### src/rtl/riscv_pkg.sv
// Shared fetch/decode types: word width, canonical NOP, and the fetch packet.
// Pure declarations, no logic; imported by the fetch-to-decode buffer.
// No flow control here; see if_id_buffer for handshake behaviour.
package riscv_pkg;

    localparam int XLEN = 32;
    localparam logic [XLEN-1:0] NOP_INST = 32'h00000013;

    typedef struct packed {
        logic [XLEN-1:0] addr;
        logic [XLEN-1:0] inst;
        logic            misalign;
    } fetch_pkt_t;

    function automatic logic is_misaligned(input logic [XLEN-1:0] addr);
        return addr[1:0] != 2'b00;
    endfunction

endpackage

### src/rtl/if_id_buffer_if.sv
// Valid/ready word channel between pipeline stages; master produces, slave consumes.
// Combinational bundle, zero latency.
// Transfer happens on a clock edge where valid and ready are both high.
interface if_id_buffer_if;
    import riscv_pkg::*;

    logic            valid;
    logic            ready;
    logic [XLEN-1:0] addr;
    logic [XLEN-1:0] inst;
    logic            misalign;

    // The producer of raw fetch words has no misalign opinion; the buffer derives it.
    modport master (output valid, output addr, output inst, output misalign, input ready);
    modport slave  (input valid, input addr, input inst, output ready);

endinterface

### src/rtl/if_id_buffer_skid_slot.sv
// Single-entry fetch packet register with load enable and valid bit.
// One cycle from ld to q/vld.
// No handshake; the owner decides when to load or clear.
module skid_slot
    import riscv_pkg::*;
(
    input  logic       clk,
    input  logic       rst,
    input  logic       ld,
    input  logic       clr,
    input  fetch_pkt_t d,
    output fetch_pkt_t q,
    output logic       vld
);

    // Clearing drops only the valid bit so stale data can still be observed when empty.
    always_ff @(posedge clk) begin
        if (rst) begin
            vld <= 1'b0;
            q   <= '0;
        end else if (ld) begin
            vld <= 1'b1;
            q   <= d;
        end else if (clr) begin
            vld <= 1'b0;
        end
    end

endmodule

### src/rtl/if_id_buffer.sv
// Fetch-to-decode two-entry in-order skid buffer; IF_ID_BUBBLE_NOP_EN shows NOP/addr 0 when empty.
// Latency: word accepted at edge N is on the decode side after edge N.
// Backpressure: fe.ready depends on occupancy only; decode stall fills the skid entry.
module if_id_buffer
    import riscv_pkg::*;
#(
    parameter int XLEN  = riscv_pkg::XLEN,
    parameter int DEPTH = 2
) (
    input  logic   clk,
    input  logic   rst,
    input  logic   flush,
    if_id_buffer_if.slave  fe,
    if_id_buffer_if.master de
);

    localparam int CW = $clog2(DEPTH + 1);

    logic [CW-1:0] cnt;
    fetch_pkt_t    in_pkt;
    fetch_pkt_t    head_d;
    fetch_pkt_t    head_q;
    fetch_pkt_t    tail_q;
    logic          head_vld;
    logic          tail_vld;
    logic          push;
    logic          pop;
    logic          head_ld;
    logic          head_clr;
    logic          tail_ld;
    logic          tail_clr;
    logic [XLEN-1:0] head_addr;
    logic [XLEN-1:0] head_inst;

    assign fe.ready = (cnt != CW'(DEPTH));
    assign de.valid = (cnt != '0);

    assign push = fe.valid & fe.ready & ~flush;
    assign pop  = de.valid & de.ready & ~flush;

    always_comb begin
        in_pkt          = '0;
        in_pkt.addr     = fe.addr;
        in_pkt.inst     = fe.inst;
        in_pkt.misalign = is_misaligned(fe.addr);
    end

    // Head refills from tail on a pop when tail holds a word; otherwise from fetch.
    always_comb begin
        head_d   = (pop & tail_vld) ? tail_q : in_pkt;
        head_ld  = (push & ~head_vld) | (push & pop & ~tail_vld) | (pop & tail_vld);
        head_clr = flush | (pop & ~tail_vld & ~push);
        tail_ld  = push & head_vld & ~pop;
        tail_clr = flush | (pop & tail_vld);
    end

    skid_slot u_head (
        .clk (clk),
        .rst (rst),
        .ld  (head_ld),
        .clr (head_clr),
        .d   (head_d),
        .q   (head_q),
        .vld (head_vld)
    );

    skid_slot u_tail (
        .clk (clk),
        .rst (rst),
        .ld  (tail_ld),
        .clr (tail_clr),
        .d   (in_pkt),
        .q   (tail_q),
        .vld (tail_vld)
    );

    always_ff @(posedge clk) begin
        if (rst) begin
            cnt <= '0;
        end else if (flush) begin
            cnt <= '0;
        end else begin
            case ({push, pop})
                2'b10:   cnt <= cnt + CW'(1);
                2'b01:   cnt <= cnt - CW'(1);
                default: cnt <= cnt;
            endcase
        end
    end

    assign head_addr = head_q.addr;
    assign head_inst = head_q.inst;

`ifdef IF_ID_BUBBLE_NOP_EN
    assign de.addr     = de.valid ? head_addr : '0;
    assign de.inst     = de.valid ? head_inst : NOP_INST;
    assign de.misalign = de.valid & head_q.misalign;
`else
    assign de.addr     = head_addr;
    assign de.inst     = head_inst;
    assign de.misalign = head_q.misalign;
`endif

endmodule

### src/flat_wrapper.sv
// flat-port wrapper written by rule: the top's interface ports become plain ports
module if_id_buffer_flat import riscv_pkg::*;
#(
    parameter int XLEN  = riscv_pkg::XLEN,
    parameter int DEPTH = 2
)
  (clk, rst, flush, fe_valid, fe_addr, fe_inst, fe_ready, de_valid, de_addr, de_inst, de_misalign, de_ready);
  if_id_buffer_if fe_i ();
  if_id_buffer_if de_i ();
  input  logic clk;
  input  logic rst;
  input  logic flush;
  input wire logic [$bits(fe_i.valid)-1:0] fe_valid;
  input wire logic [$bits(fe_i.addr)-1:0] fe_addr;
  input wire logic [$bits(fe_i.inst)-1:0] fe_inst;
  output wire logic [$bits(fe_i.ready)-1:0] fe_ready;
  output wire logic [$bits(de_i.valid)-1:0] de_valid;
  output wire logic [$bits(de_i.addr)-1:0] de_addr;
  output wire logic [$bits(de_i.inst)-1:0] de_inst;
  output wire logic [$bits(de_i.misalign)-1:0] de_misalign;
  input wire logic [$bits(de_i.ready)-1:0] de_ready;
  assign fe_i.valid = fe_valid;
  assign fe_i.addr = fe_addr;
  assign fe_i.inst = fe_inst;
  assign fe_ready = fe_i.ready;
  assign de_valid = de_i.valid;
  assign de_addr = de_i.addr;
  assign de_inst = de_i.inst;
  assign de_misalign = de_i.misalign;
  assign de_i.ready = de_ready;
  if_id_buffer #(.XLEN(XLEN), .DEPTH(DEPTH)) u_core (.clk(clk), .rst(rst), .flush(flush), .fe(fe_i), .de(de_i));
endmodule
### config.mk
export PLATFORM = sky130hd
export DESIGN_NAME = if_id_buffer_flat
export DESIGN_NICKNAME = d
export VERILOG_FILES = /design/src/rtl/riscv_pkg.sv /design/src/rtl/if_id_buffer_if.sv /design/src/rtl/if_id_buffer_skid_slot.sv /design/src/rtl/if_id_buffer.sv /design/src/flat_wrapper.sv
export SDC_FILE = /design/constraint.sdc
export NUM_CORES = 1
export LEC_CHECK = 0
export CAP_MARGIN = 20
export CORE_UTILIZATION = 50
export DETAILED_ROUTE_END_ITERATION = 10
export PLACE_DENSITY = 0.8
export SETUP_SLACK_MARGIN = 0.4
export SLEW_MARGIN = 20
export SYNTH_ARGS = -nofsm -noshare
export SYNTH_HDL_FRONTEND = slang
export SYNTH_SLANG_ARGS = --single-unit
### constraint.sdc
create_clock -name clk -period 3.3 [get_ports clk]
set_input_delay 0.825 -clock clk [delete_from_list [all_inputs] [get_ports clk]]
set_output_delay 0.825 -clock clk [all_outputs]
set_load 0.01 [all_outputs]
==> results.md, run 1 <==
* Compound-Gate Fraction of Synth Area at 22.1%
* Cts bufs inserted at 17
* Clk_skew at between 0.005 and 0.006 ns
* Drt total wl at 15300 um
* Yosys reg bits at 134
* Synth Area in Adders at less than 1%
* Pre-CTS setup slack at ~0.15 ns
* Min Tclk post-route at about 2.8 ns
* Chip Height at 110 um
* Cell Count Post-Placement at between 800 and 900
* Starting Density at just over 50%
* Final WS setup at between 0.5 and 0.6 ns
* Congestion Overflow GR at 0
* Clock-pin transition on the worst setup and hold timing paths at approximately 0.05 ns
* Multiplexer area fraction after synthesis at 10.9%
* Tcrit/Tclk final at between 80% and 90%
* Global-route wire length before repair at about 24000 um
* # rows at 39
* Class of the worst hold path: reg -> reg
* Postcts setup bufs at 0
* Mapped Avg Cell Area at between 9 and 10 um2
* Final Hold Violating Endpoints at 0
* Layout cell share with drive strength beyond 1 at between 10% and 20%
* WP data arrival at between 3 and 4 ns
* Nets@finish at 800
* GR Util All Layers at 25.9%
* Worst skew pair latency at 0.41 ns
* I/O pins at 136
* Measured slew at the worst slew-check pin at roughly 0.71 ns
* Slew Limit Fails at 0
* Peak Freq at 363 MHz
* Setup TNS at 0 ns
* Final setup fails at 0
* Initial antenna violation count at 0
* Multi-input logic area at roughly 2900 um2
* Synth warnings at 0
* Area of the mapped netlist at 5860 um2
* Worst Path Max Fanout at 28
* Mapped Cells at approximately 610
* Dpl cell area at 7290 um2
* RSZ-0062 raised after global routing: false
* Post-synthesis sequential area ratio at a little under half
* Worst path required time at ~3.6 ns
* Post_cts resized at 0
* Via density at approximately 5.7
* Total vias in the final route at roughly 5000
* Fill count at 873
* Slew HR at between 50% and 60%
* TritonCTS clock tree: built
* Ant. Diodes at 0
* TritonCTS sink count at roughly 130
* Root buffer cell: clkbuf_16
* Total power at roughly 4.3 mW
* Post-Synth Simple-Gate Area at 13.9%
* DR pass1 iterations at 7
* Flop2flop setup slack at around 1.1 ns
* Max IR drop VDD at approximately 0.00039 V
* Leak at about 3.2 nW
* Die Width at approximately 110 um
* P&R area growth vs syn at 35.0%
* P per Cell Area at 538 nW/um2
* Layout Cells excl Fill at approximately 900
* Synth Area in XOR/XNOR at 0.448%
* Via count of the first global-routing pass at about 5000
* CP endpoint kind: register
* Worst setup SP type: input port
* Storage element area at between 2000 and 3000 um2
* Final hold slack at 0.451 ns
* Max-cap violations at 0
* Port Buf Inserts at between 100 and 150
* Kind of critical path: in -> reg
* Syn nets at about 690
* DP HPWL at 9740 um
* Die area at roughly 12000 um2
* Hold Buf Count CTS at 0
* Clock tree buffer depth at 2
* Status: complete, no violations
* Antenna Nets Post-Route at 0
* Routability cong. at between 0.7 and 0.8
* Finished Cell Area at just under 8000 um2
* Post-route DRC violation count at 0
* H-tree levels at 4
* Initial DRC count at 381
* Largest family of logic cells by synthesized area: compound AO/OA/AOI/OAI gates
* Core footprint at between 10000 and 15000 um2
* Layout Utilization at 69.3%
* Synth unique cells at 33
* Drt wl/cell at between 15 and 20 um
* Largest net degree at the start of global routing at 50
-- layout by cell type (no fill, tap or decap), drive strengths merged, types with 2 or more instances in the layout --
cell type,count
a211oi,2
a21oi,67
a221oi,64
buf,21
bufinv,4
clkbuf,22
clkdlybuf4s50,134
clkinv,6
dfxtp,134
ha,2
inv,2
mux2i,64
nand2,131
nand2b,2
nor2,67
nor2b,3
nor3,2
o21ai,2
xor2,2
-- synthesized netlist by cell type (all sizes together) --
cell type	instances	area (um2)
a221oi	64	873
clkbuf	26	97.6
o2111ai	1	8.76
nand3	1	5.00
o21ba	1	10.0
xor2	2	17.5
a21oi	67	335
xnor2	1	8.76
nor2	67	251
nor3b	1	7.51
a221o	1	10.0
o21a	1	7.51
a211oi	2	15.0
and2	1	6.26
o2111a	1	11.3
ha	2	25.0
nor2b	3	18.8
nand2	131	492
or2	1	6.26
o21ai	2	10.0
mux2i	64	641
buf	33	269
nor3	2	10.0
dfxtp	134	2680
nand2b	2	20.0
a32oi	1	16.3
inv	2	7.51
-- power by group --
part           total [mW]  switching, mW  internal [mW]
clock                1.99          0.677           1.32
combinational       0.522          0.246          0.276
sequential           1.74         0.0463           1.69
total                4.25          0.969           3.28
-- area by class of cell --
cell class / count / share of cell area, %
timing repair buffer: 155 / 19.7
clock inverter: 10 / 1.90
multi-input combinational: 419 / 36.1
inverter: 2 / 0.0949
sequential: 134 / 33.9
clock buffer: 22 / 5.99
tap: 143 / 2.26
-- state kept, by name, indices dropped and copies added, names as in the netlist --
signal,cells
u_core.u_tail.q,65
u_core.cnt,2
u_core.u_tail.vld,1
u_core.u_head.vld,1
u_core.u_head.q,65
-- routing by layer --
layer | track usage (%) | share of wire [%] | up-vias
li1 | - | - | 2387
met3 | 6.88 | 6.5 | 23
met2 | 43.1 | 49 | 174
met1 | 32.1 | 43 | 2425
met5 | 0 | 0 | -
met4 | 9.77 | 1.5 | 0
-- worst paths after layout --
check | startpoint | endpoint | cells after the start
min | u_core.u_tail.q[16] | u_core.u_tail.q[16] | 2
max reg2reg | u_core.cnt[0] | u_core.u_head.q[22] | 7
min reg2reg | u_core.u_tail.q[16] | u_core.u_tail.q[16] | 2
max | fe_valid | u_core.u_head.q[22] | 8
-- cells by family after synthesis --
kind of cell | count (synthesis)
mux | 64
simple gates | 209
fa+ha+maj | 2
compound gates | 141
xor+xnor | 3
buf+inv | 61
flops | 134
-- critical path: stages --
cell             delay (ns)
clkdlybuf4s50_1        0.48
nor2b_1                0.42
and2_1                 0.22
ha_1                   0.17
nor2b_4                0.17
buf_4                  0.33
nor2_1                 0.11
a221oi_1               0.31
No activity file was read; power rests on OpenSTA's default activity.
==> run 2, diff against run 1 <==
- clock period: 3.3 -> 2.69 ns (I/O delays scaled with it)
==> run 2 against run 1 <==
- cell count is 0.68% higher
- sequential share of layout area shrank 0.84 points
- sequential power rose by 22%
- core utilization up 1.8 points
- highest routed layer unchanged
- clock skew about the same
- critical endpoint is now u_core.u_head.q[24]
- non-clock buffer count grew 6
- total power rose by 25%
- routed wire length up 6.8%
==> results.md, run 2 (synthesis results as in run 1) <==
* Status: complete, no violations (unchanged)
* Cts bufs inserted at 17 (unchanged)
* Tcrit/Tclk final at roughly 86%
* TritonCTS clock tree: built (unchanged)
* DP HPWL at 9730 um (was 9740 um)
* Class of the worst hold path: reg -> reg (unchanged)
* Hold Buf Count CTS at 0 (unchanged)
* Setup TNS at 0 ns (unchanged)
* Fill count at 810 (was 873)
* Clock tree buffer depth at 2 (unchanged)
* Min Tclk post-route at 2.30 ns
* I/O pins at 136 (unchanged)
* Hold Path Depth at 2 (unchanged)
* Drt total wl at 16300 um (was 15300 um)
* Largest net degree at the start of global routing at 55 (was 50)
* Flop2flop setup slack at 0.74 ns (was 1.08 ns)
* Hold Crit Endpoint: u_core.u_tail.q[60] (was u_core.u_tail.q[16])
* Nets@finish at 806 (was 800)
* Via density at 5.76 (was 5.66)
* Ant. Diodes at 0 (unchanged)
* Global-route wire length before repair at 24600 um (was 24200 um)
* Starting Density at 51.3% (unchanged)
* Final setup fails at 0 (unchanged)
* Worst setup SP type: input port (unchanged)
* Critical R2R Launch: u_core.cnt[1] (was u_core.cnt[0])
* # rows at 39 (unchanged)
* HP Start: u_core.u_tail.q[60] (was u_core.u_tail.q[16])
* Core footprint at 11400 um2 (unchanged)
* Die area at 12200 um2 (unchanged)
* TritonCTS sink count at 134 (unchanged)
* Max-cap violations at 0 (unchanged)
* Reg2reg end: u_core.u_head.q[24] (was u_core.u_head.q[22])
* Drt wl/cell at 18.3 um (was 17.3 um)
* Worst Path Max Fanout at 13 (was 28)
* Pre-CTS setup slack at 0.0154 ns (was 0.153 ns)
* Kind of critical path: in -> reg (unchanged)
* Congestion Overflow GR at 0 (unchanged)
* Port Buf Inserts at 135 (unchanged)
* Worst reg2reg path depth at 8 (was 7)
* Initial antenna violation count at 0 (unchanged)
* Most frequent cells in the layout: 133 x clkdlybuf4s50_1, 133 x dfxtp_1, 129 x nand2_1, 67 x a21oi_1, 66 x nor2_1 (was 134 x clkdlybuf4s50_1, 134 x dfxtp_1, 129 x nand2_1, 67 x nor2_1, 67 x a21oi_1)
* Max IR drop VDD at 0.000443 V (was 0.000385 V)
* Worst skew pair latency at 0.42 ns (was 0.41 ns)
* Worst path required time at 2.98 ns (was 3.60 ns)
* H-tree levels at 4 (unchanged)
* Total power at 5.30 mW (was 4.25 mW)
* Measured slew at the worst slew-check pin at 0.668 ns (was 0.710 ns)
* WP data arrival at 2.60 ns (was 3.06 ns)
* Chip Height at 110 um (unchanged)
* Clock-pin transition on the worst setup and hold timing paths at 0.06 ns (was 0.05 ns)
* Antenna Nets Post-Route at 0 (unchanged)
* GR Util All Layers at 26.5% (was 25.9%)
* DR pass1 iterations at 5 (was 7)
* Final Hold Violating Endpoints at 0 (unchanged)
* Layout cell share with drive strength beyond 1 at 16.2% (was 14.8%)
* Peak Freq at about 430 MHz
* Post-route DRC violation count at 0 (unchanged)
* Die Width at 110 um (unchanged)
* Leak at 3.24 nW (was 3.16 nW)
* Initial DRC count at 449 (was 381)
* Root buffer cell: clkbuf_16 (unchanged)
* Total vias in the final route at 5133 (was 5009)
* Final WS setup at 0.387 ns (was 0.541 ns)
* Clk_skew at 0.00513 ns (was 0.00537 ns)
* P&R area growth vs syn at 38.5% (was 35.0%)
* Layout Utilization at 71.1% (was 69.3%)
* Slew Limit Fails at 0 (unchanged)
* Via count of the first global-routing pass at 5078 (was 4949)
* Routability cong. at 0.837 (was 0.786)
* Slew HR at 55.4% (was 52.7%)
* RSZ-0062 raised after global routing: false (unchanged)
* Largest regs: u_core.u_head.q x65, u_core.u_tail.q x65, u_core.cnt x2 (unchanged)
* P per Cell Area at 653 nW/um2 (was 538 nW/um2)
* CP endpoint kind: register (unchanged)
-- run 2: changes by cell type in the layout (fill, tap and decap cells not counted), sizes merged --
cell / delta
buf: +4
clkbuf: +4
clkinv: -3
clkdlybuf4s50: -1
clkinvlp: +1
dlymetal6s2s: +1
-- run 2: layout make-up --
cell class              count  area [um2]  share of cell area [%]
multi-input cells         419        2870                    35.4
flip-flops and latches    134        2680                    33.1
repair buffers            161        1730                    21.3
clock buffers              24         502                    6.18
well taps                 143         179                    2.20
clock inverters             8         143                    1.76
inverters                   2        7.51                  0.0925
-- run 2: through the flow --
step	instances	hold WS [ns]	area, um2
after floorplan	614	0.436	5870
after global placement	855	0.441	7380
after detailed placement	855	0.446	7380
after CTS	887	0.453	8030
after global routing	891	0.465	8120
final	891	0.454	8120
-- run 2: critical path: stages --
cell and delay (ns):
clkdlybuf4s50_1 0.48, buf_4 0.21, nor2_2 0.16, ha_2 0.22, nor2b_4 0.18, buf_12 0.13
buf_12 0.14, nor2_1 0.05, a221oi_1 0.34
-- run 2: layer usage --
metal	GRT usage, %	up-vias	share of wire [%]
li1	-	2409	-
met1	32.1	2474	42
met2	44.7	214	49
met3	6.06	36	6.3
met4	12.0	0	2.3
met5	0	-	0
-- run 2: repair_timing --
| item | 4_1_cts | 5_1_grt |
|---|---|---|
| endpoints found under the setup margin | 1 | 30 |
| cloned | 0 | 2 |
| resized for setup | 1 | 5 |
| setup buffers | 0 | 2 |
-- run 2: where the power goes --
group	switching (mW)	leakage (nW)	internal [mW]
Clock	0.834	0.316	1.67
Sequential	0.0576	1.09	2.08
Combinational	0.314	1.83	0.348
Total	1.21	3.24	4.09
-- run 2: worst max path at each step --
stage,startpoint,end
after global placement,flush,u_core.u_head.q[0]
after detailed placement,flush,u_core.u_head.q[26]
after floorplan,flush,u_core.u_head.q[28]
after CTS,flush,u_core.u_head.q[15]
after global routing,fe_valid,u_core.u_head.q[24]
final,flush,u_core.u_head.q[24]
==> run 3, diff against run 2 <==
- SKIP_CTS_REPAIR_TIMING: not set -> 1
==> run 3 against run 2 <==
- register-to-register slack worse by 0.03 ns
- clock skew grew 0.00084 ns
- core utilization barely moved
- worst setup slack improved by 0.045 ns
- fmax up 2.0%
- worst hold slack about the same
- combinational power is essentially flat
- largest power group unchanged
- highest routed layer unchanged
==> results.md, run 3 (synthesis results as in run 1) <==
* Status: complete, no violations (unchanged)
* Slew Limit Fails at 0 (unchanged)
* Storage element area at 2680 um2 (unchanged)
* Sequential share of power at 40.2% (was 40.3%)
* Root buffer cell: clkbuf_16 (unchanged)
* Cts bufs inserted at 17 (unchanged)
* Setup crit start: u_core.cnt[0] (was flush)
* DR pass1 iterations at 5 (unchanged)
* Die Width at 110 um (unchanged)
* Worst path required time at 2.02 ns (was 2.98 ns)
* Critical path cell sequence: nand2b_4 -> clkdlybuf4s50_1 (was clkdlybuf4s50_1 -> buf_4 -> nor2_2 -> ha_2 -> nor2b_4 -> buf_12 -> buf_12 -> nor2_1 -> a221oi_1)
* Slew HR at 55.5% (was 55.4%)
* Initial antenna violation count at 1 (was 0)
* Max IR drop VDD at 0.000451 V (was 0.000443 V)
* Antenna Nets Post-Route at 0 (unchanged)
* Critical R2R Launch: u_core.u_tail.vld (was u_core.cnt[1])
* Sw frac at 22.8% (was 22.7%)
* Clock power frac at 47.3% (was 47.2%)
* # rows at 39 (unchanged)
* Starting Density at 51.3% (unchanged)
* Largest net degree at the start of global routing at 55 (unchanged)
* P per Cell Area at 653 nW/um2 (about the same)
* Max-cap violations at 0 (unchanged)
* Kind of critical path: reg -> out (was in -> reg)
* Layout cell share with drive strength beyond 1 at 16.2% (unchanged)
* Finished Cell Area at 8120 um2 (about the same)
* TritonCTS sink count at 134 (unchanged)
* Via density at 5.78 (was 5.76)
* Nets@finish at 806 (unchanged)
* Measured slew at the worst slew-check pin at 0.667 ns (was 0.668 ns)
* Worst path max stage delay at 0.57 ns (was 0.48 ns)
* Dpl cell area at 7380 um2 (unchanged)
* Core footprint at 11400 um2 (unchanged)
* TritonCTS clock tree: built (unchanged)
* Post-route DRC violation count at 0 (unchanged)
* Int Power at 4.09 mW (about the same)
* Clock-pin transition on the worst setup and hold timing paths at 0.05 ns (was 0.06 ns)
* RSZ-0062 raised after global routing: false (unchanged)
* Leak at 3.25 nW (was 3.24 nW)
* Min Tclk post-route at 2.26 ns (was 2.30 ns)
* WP data arrival at 1.59 ns (was 2.60 ns)
* Die area at 12200 um2 (unchanged)
* Cell family with most CP delay: buffers and inverters (unchanged)
* Worst setup SP type: register (was input port)
* Layout Utilization at 71.1% (about the same)
* Clk_skew at 0.00598 ns (was 0.00513 ns)
* Congestion Overflow GR at 0 (unchanged)
* Most frequent cells in the layout: 133 x dfxtp_1, 132 x clkdlybuf4s50_1, 129 x nand2_1, 67 x a21oi_1, 66 x nor2_1 (was 133 x clkdlybuf4s50_1, 133 x dfxtp_1, 129 x nand2_1, 67 x a21oi_1, 66 x nor2_1)
* Routability cong. at 0.837 (unchanged)
* Setup TNS at 0 ns (unchanged)
* HP Start: u_core.u_tail.q[23] (was u_core.u_tail.q[60])
* Peak Freq at 443 MHz (was 434 MHz)
* Worst Path Max Fanout at 7 (was 13)
* Total vias in the final route at 5154 (was 5133)
* Slowest stage cell, crit path: clkdlybuf4s50_1 (unchanged)
* Logic pwr share at 12.5% (about the same)
* Switch Pwr at 1.21 mW (about the same)
* Most common cell after layout, fill and taps aside: dfxtp_1
* Final hold slack at 0.454 ns (about the same)
* P&R area growth vs syn at 38.5% (about the same)
* Initial DRC count at 511 (was 449)
* Flop2flop setup slack at 0.71 ns (was 0.74 ns)
* Fill count at 804 (was 810)
* Clock tree buffer depth at 2 (unchanged)
* GR Util All Layers at 26.5% (unchanged)
* Final Hold Violating Endpoints at 0 (unchanged)
* Class of the worst hold path: reg -> reg (unchanged)
* Global-route wire length before repair at 24600 um (unchanged)
* Multi-input logic area at 2870 um2 (about the same)
* CP endpoint kind: primary output (was register)
* H-tree levels at 4 (unchanged)
* Worst skew pair latency at 0.42 ns (about the same)
* Via count of the first global-routing pass at 5078 (unchanged)
* Total power at 5.31 mW (was 5.30 mW)
* Tcrit/Tclk final at 83.9% (was 85.6%)
* Worst reg2reg path depth at 5 (was 8)
* Final setup fails at 0 (unchanged)
* Critical path depth in cells at 2 (was 9)
* Drt wl/cell at 18.6 um (was 18.3 um)
* Port Buf Inserts at 135 (unchanged)
* I/O pins at 136 (unchanged)
* Largest regs: u_core.u_head.q x65, u_core.u_tail.q x65, u_core.cnt x2 (unchanged)
* Drt total wl at 16600 um (was 16300 um)
* Hold Path Depth at 2 (unchanged)
* Chip Height at 110 um (unchanged)
* DP HPWL at 9730 um (unchanged)
* Crit path buf inv count at 1 (was 4)
run 3: through the flow:
step,worst slack (ns),cells
floorplan,0.487,614
global route,0.400,892
CTS,0.343,887
finish,0.432,892
detailed placement,0.0154,855
global placement,0.199,855
run 3: metal layers:
| layer | part of all wire, % | GRT usage, % | vias to the layer above |
|---|---|---|---|
| met5 | 0 | 0 | - |
| met4 | 1.9 | 12.0 | 0 |
| met3 | 7.1 | 6.06 | 31 |
| met2 | 49 | 44.7 | 230 |
| met1 | 42 | 32.1 | 2488 |
| li1 | - | - | 2405 |
run 3: final timing paths:
kind,to
setup reg to reg,u_core.u_head.q[26]
setup / recovery,fe_ready
hold / removal,u_core.u_tail.q[23]
hold reg to reg,u_core.u_tail.q[23]
run 3: power groups by stage:
stage	Combinational, mW	Clock (mW)	Sequential, mW
6_report	0.663	2.51	2.13
5_1_grt	0.706	2.60	2.14
4_1_cts	0.658	2.51	2.13
3_5_place_dp	0.649	0	2.17
3_3_place_gp	0.630	0	2.17
2_1_floorplan	0.289	0	2.19
run 3: worst register-to-register path: cells and delay by family, from the launching register on:
family,cells,cell delay [ns]
flip-flops,1,0.44
AND/OR/NAND/NOR,2,0.65
buffers and inverters,1,0.25
AO/OA/AOI/OAI,1,0.33
multiplexers,1,0.22
run 3: layout make-up:
class                           instances  area share (%)
Antenna cell                            1          0.0308
Clock buffer                           24            6.18
Clock inverter                          8            1.76
Inverter                                2          0.0924
Multi-Input combinational cell        419            35.3
Sequential cell                       134            33.1
Tap cell                              143            2.20
Timing Repair Buffer                  161            21.4
